`src/rtl/instruction_fetch_unit_pkg.sv`:
```
// Shared definitions for the instruction fetch unit: memory map constants,
// fetch FSM encoding and the PC-to-ROM-word conversion.
package instruction_fetch_unit_pkg;

    localparam logic [31:0] TEXT_BASE = 32'h0040_0000;
    localparam logic [31:0] NOP_INSTR = 32'h0000_0013;

    typedef enum logic [1:0] {
        FIRST = 2'd0,
        RUN   = 2'd1,
        HALT  = 2'd2
    } fetch_state_e;

    // Word index of a byte PC relative to the ROM base; upper bits show overrun.
    function automatic logic [29:0] pc_to_word(input logic [31:0] pc,
                                               input logic [31:0] base);
        return 30'((pc - base) >> 2);
    endfunction

endpackage

```
`src/rtl/ifid_register.sv`:
```
// Pipeline register with flush > stall > load priority; a bubble still
// captures the PC so later stages can attribute it. Reused for ID/EX.
module ifid_register #(
    parameter int                WIDTH  = 32,
    parameter logic [WIDTH-1:0]  BUBBLE = instruction_fetch_unit_pkg::NOP_INSTR
) (
    input  logic             clk,
    input  logic             reset,
    input  logic             flush_i,
    input  logic             stall_i,
    input  logic             load_i,
    input  logic [WIDTH-1:0] instruction_i,
    input  logic [WIDTH-1:0] pc_i,
    output logic [WIDTH-1:0] instruction_o,
    output logic [WIDTH-1:0] pc_o,
    output logic [WIDTH-1:0] pc_plus4_o,
    output logic             valid_o
);

    always_ff @(posedge clk or negedge reset) begin
        if (!reset) begin
            instruction_o <= BUBBLE;
            pc_o          <= '0;
            pc_plus4_o    <= '0;
            valid_o       <= 1'b0;
        end else if (flush_i || !stall_i) begin
            pc_o       <= pc_i;
            pc_plus4_o <= pc_i + WIDTH'(4);
            if (load_i && !flush_i) begin
                instruction_o <= instruction_i;
                valid_o       <= 1'b1;
            end else begin
                instruction_o <= BUBBLE;
                valid_o       <= 1'b0;
            end
        end
    end

endmodule

```
`src/rtl/instruction_fetch_unit.sv`:
```
// Fetch stage: owns the PC and the FIRST/RUN/HALT fetch FSM, drives the ROM
// word address and feeds the IF/ID register.
module instruction_fetch_unit #(
    parameter int                    MEMORY_DEPTH = 64,
    parameter int                    ADDR_WIDTH   = $clog2(MEMORY_DEPTH) - 1,
    parameter int                    DATA_WIDTH   = 32,
    parameter logic [DATA_WIDTH-1:0] TEXT_BASE    = instruction_fetch_unit_pkg::TEXT_BASE,
    parameter logic [DATA_WIDTH-1:0] NOP_INSTR    = instruction_fetch_unit_pkg::NOP_INSTR
) (
    input  logic                  clk,
    input  logic                  reset,
    input  logic                  stall_i,
    input  logic                  redirect_i,
    input  logic [DATA_WIDTH-1:0] redirect_target_i,
    input  logic                  flush_i,
    input  logic [DATA_WIDTH-1:0] instruction_i,
    output logic [ADDR_WIDTH-1:0] address_o,
    output logic [DATA_WIDTH-1:0] pc_o,
    output logic [DATA_WIDTH-1:0] ifid_instruction_o,
    output logic [DATA_WIDTH-1:0] ifid_pc_o,
    output logic [DATA_WIDTH-1:0] ifid_pc_plus4_o,
    output logic                  ifid_valid_o,
    output logic                  misaligned_o,
    output logic                  out_of_range_o
);

    import instruction_fetch_unit_pkg::*;

    localparam logic [DATA_WIDTH-1:0] PC_STEP = DATA_WIDTH'(4);

    fetch_state_e          state_q, state_d;
    logic [DATA_WIDTH-1:0] pc_q, pc_d;
    logic [DATA_WIDTH-1:0] aligned_target;
    logic [29:0]           word_index;
    logic                  misaligned_q;
    logic                  ifid_load;
    logic                  ifid_stall;

    assign word_index     = pc_to_word(pc_q, TEXT_BASE);
    assign address_o      = word_index[ADDR_WIDTH-1:0];
    assign out_of_range_o = (pc_q < TEXT_BASE) || ((word_index >> ADDR_WIDTH) != '0);
    assign aligned_target = {redirect_target_i[DATA_WIDTH-1:2], 2'b00};
    assign pc_o           = pc_q;
    assign misaligned_o   = misaligned_q;

    // NOTE: every signal gets a default before the case so no path infers a latch.
    always_comb begin
        state_d    = state_q;
        pc_d       = pc_q;
        ifid_load  = 1'b0;
        ifid_stall = stall_i;
        unique case (state_q)
            FIRST: begin
                state_d = RUN;
                if (redirect_i)    pc_d = aligned_target;
                else if (!stall_i) pc_d = pc_q + PC_STEP;
            end
            RUN: begin
                ifid_load = !out_of_range_o;
                if (redirect_i)          pc_d = aligned_target;
                else if (out_of_range_o) state_d = HALT;
                else if (!stall_i)       pc_d = pc_q + PC_STEP;
            end
            HALT: begin
                // Stall is ignored here so the IF/ID keeps emitting bubbles.
                ifid_stall = 1'b0;
                if (redirect_i) begin
                    pc_d    = aligned_target;
                    state_d = RUN;
                end
            end
            default: state_d = FIRST;
        endcase
    end

    // NOTE: state registers use non-blocking assignments so all flops update together.
    always_ff @(posedge clk or negedge reset) begin
        if (!reset) begin
            state_q      <= FIRST;
            pc_q         <= TEXT_BASE;
            misaligned_q <= 1'b0;
        end else begin
            state_q      <= state_d;
            pc_q         <= pc_d;
            misaligned_q <= redirect_i && (redirect_target_i[1:0] != 2'b00);
        end
    end

    ifid_register #(
        .WIDTH  (DATA_WIDTH),
        .BUBBLE (NOP_INSTR)
    ) u_ifid (
        .clk           (clk),
        .reset         (reset),
        .flush_i       (flush_i),
        .stall_i       (ifid_stall),
        .load_i        (ifid_load),
        .instruction_i (instruction_i),
        .pc_i          (pc_q),
        .instruction_o (ifid_instruction_o),
        .pc_o          (ifid_pc_o),
        .pc_plus4_o    (ifid_pc_plus4_o),
        .valid_o       (ifid_valid_o)
    );

endmodule

```
`config.mk`:
```
export PLATFORM = sky130hd
export DESIGN_NAME = instruction_fetch_unit
export DESIGN_NICKNAME = d
export VERILOG_FILES = /design/src/rtl/instruction_fetch_unit_pkg.sv /design/src/rtl/ifid_register.sv /design/src/rtl/instruction_fetch_unit.sv
export SDC_FILE = /design/constraint.sdc
export NUM_CORES = 1
export LEC_CHECK = 0
export ABC_AREA = 1
export BUFFER_PORTS_ARGS = -buffer_cell sky130_fd_sc_hd__buf_2
export CORE_MARGIN = 1.5
export CORE_UTILIZATION = 32
export CTS_CLUSTER_SIZE = 28
export DETAILED_ROUTE_END_ITERATION = 10
export SETUP_SLACK_MARGIN = 0.15
export SLEW_MARGIN = 0
export SYNTH_ARGS = -nofsm -noshare
export SYNTH_HDL_FRONTEND = slang
export SYNTH_HIERARCHICAL = 1
export SYNTH_SLANG_ARGS = --single-unit
```
`constraint.sdc`:
```
create_clock -name clk -period 3.8 [get_ports clk]
set_input_delay 0.95 -clock clk [delete_from_list [all_inputs] [get_ports clk]]
set_output_delay 0.95 -clock clk [all_outputs]
set_load 0.05 [all_outputs]
```
==> reports/summary.txt <==
Clock skew = 10.7 ps
Flops & latches, synth = 128
Area of the mapped netlist = 0.00718 mm2
RSZ-0062 raised after global routing = false
CTS buffer count = 17
EDFF count, synth = 0
Drt drc = 0
Starting density of the core = 0.328
CP Class = flop to output port
Placer congestion estimate = 0.933
Register area share after synthesis = 0.447
Cell Rows = 54
Maximum vdd drop = 408 uV
Maximum number of pins on one net before global-route repair = 127
Vias in the first global route = 6,473
Synth Warn # = 6
Met2 Track Usage GR = 0.309
Share of layout cells above drive strength 1 = 0.265
Achievable clock frequency = 0.322 GHz
Most frequent cells after synthesis = nand2_1, dfrtp_1, nor2_1, inv_1, nand3_1
Most used routing layer = met2
Leading area contributor after synthesis = dfrtp_1
Top post-synthesis cells by area = dfrtp_1, nand2_1, nor2_1
Core area = 0.0219 mm2
Startpoint types = flop
Nets = 1,219
CTS tree = built
Layout area overhead = 25.7%
Detail Placement HPWL = 16,600 um
Period Utilization, post-route = 0.817
Worst-skew pair later-pin latency = 420 ps
Crit-path max FO = 11
Die height = 153 um
Fin Hold WS = 472 ps
First-pass GRT wire length = 35,800 um
Initial antenna violation count = 1
Period minus WS final = 3100 ps
Final setup TNS = 0 ps
Worst EP arrival = 2150 ps
Hold Vio Cnt, Final = 0
Tot GR Track Use = 0.196
CTS H-tree depth = 4
Post-Syn Instances = 950
Clk root buf = clkbuf_16
Die area = 0.0233 mm2
Routed len/inst = 15.7 um
PostCTS Resize Cnt = 0
Setup bufs post-CTS = 0
Post-synth top area share = 0.432
Drt pass-1 iters = 5
M3 GR Usage = 0.0390
Status = complete, no violations
Via count = 6,904
MaxCap Viol Count = 0
Setup violators final = 0
IO Port Bufs = 202
Mean Syn Cell Area = 7.56 um2
CTS Hold Bufs = 0
Total Wirelength = 22,700 um
Post-synthesis cell type count = 40
Final max-slew violation count = 0
Maximum clock insertion buffer count = 2
Worst Tran Pin Value = 921 ps
Via/cell ratio = 4.79
CTS Sinks = 128
Met1 Resource Use GR = 0.270
Worst EP required = 2850 ps
Global route total overflow = 0
Max-slew headroom = 0.386
DRT iter0 DRCs = 551
Most common cell in the netlist = nand2_1
Leak Pwr = 4.64 nW
I/O Pins = 205
P per Cell Area = 918 mW/mm2
Hold WC Path Type = flop to flop
Die width = 153 um
Top_reg_cell synth = dfrtp_1
Antenna violation net count after detailed routing = 0
CP endpoint kind = output port
Ys async rst share = 1.00
Reg clk slew, reported paths = 60 ps
stage by stage:
step | area [um2] | instances | power, mW | setup slack, ps | utilization
after global placement | 8430 | 1407 | 6.63 | 1040 | 0.385
after detailed placement | 8430 | 1407 | 6.67 | 962 | 0.385
after global routing | 9020 | 1440 | 8.78 | 533 | 0.412
after floorplan | 7190 | 953 | 5.53 | 1120 | -
final | 9020 | 1440 | 8.28 | 696 | 0.412
after CTS | 9020 | 1439 | 8.34 | 678 | 0.412
worst paths after layout:
kind                                       startpoint                                   end  slack, ps  cells after the start
min in group asynchronous                       reset  u_ifid/instruction_o[18]$_DFFE_PN0P_        580                      1
max                              pc_o[22]$_DFFE_PN1P_                        out_of_range_o        700                      6
min reg2reg                u_ifid/valid_o$_DFFE_PN0P_            u_ifid/valid_o$_DFFE_PN0P_        470                      2
max in group asynchronous                       reset                  pc_o[22]$_DFFE_PN1P_       2410                      2
min                        u_ifid/valid_o$_DFFE_PN0P_            u_ifid/valid_o$_DFFE_PN0P_        470                      2
max reg2reg                      pc_o[22]$_DFFE_PN1P_  u_ifid/instruction_o[10]$_DFFE_PN0P_        920                      9
sequential cells by signal, summed over array words and instances (netlist names):
name and flops:
u_ifid/pc_plus4_o 30, state_q 2, pc_o 30, misaligned_o 1
u_ifid/instruction_o 32, u_ifid/pc_o 32, u_ifid/valid_o 1
power breakdown:
part,internal [mW],switching (mW),total [mW],leakage (nW)
combinational,0.987,3.11,4.10,2.71
sequential,1.83,0.705,2.54,1.63
clock,0.937,0.711,1.65,0.291
logic make-up (layout without fill, tap and decap cells):
group / Yosys count / after routing / share of synthesized area
adder cells (fa/ha/maj): 4 / 4 / 0.00697
XOR/XNOR: 9 / 9 / 0.0110
multiplexers: 7 / 7 / 0.00976
AND/OR/NAND/NOR: 565 / 565 / 0.332
flip-flops: 128 / 128 / 0.447
buffers and inverters: 123 / 329 / 0.0782
other: 1 / 5 / 0.000522
AO/OA/AOI/OAI: 113 / 113 / 0.115
per-layer routing:
layer / wire length (um) / vias up
met5: 0 / -
met4: 410 / 0
met3: 1510 / 29
met2: 10600 / 234
met1: 10100 / 3230
li1: - / 3411
critical path, stage by stage, from the launching register on:
cell and delay [ps]:
dfstp_2 640, inv_1 120, ha_1 290, nand3_1 80, nor3_1 230, nand2_2 140, buf_2 240
cells in the final DEF (no fill, tap or decap), types with 5 or more instances in the layout:
cell type / n
buf_2: 201
a22o_1: 29
nor2_1: 123
nand2_1: 332
mux2i_1: 7
nor2_4: 8
xor2_1: 6
buf_4: 9
nand3_1: 72
o21ai_0: 30
inv_8: 6
inv_1: 80
nand2_2: 5
dfrtp_1: 124
o21ai_2: 30
a21oi_1: 10
nand4_1: 5
clkbuf_16: 17
cell type report:
class,instances,area [um2]
Multi-Input combinational cell,702,3420
Tap cell,280,350
Timing Repair Buffer,213,1130
Clock buffer,17,425
Sequential cell,128,3210
Antenna cell,1,2.50
Clock inverter,15,166
Fill cell,2291,12900
Inverter,84,315
Power figures use the tool's default switching activity.
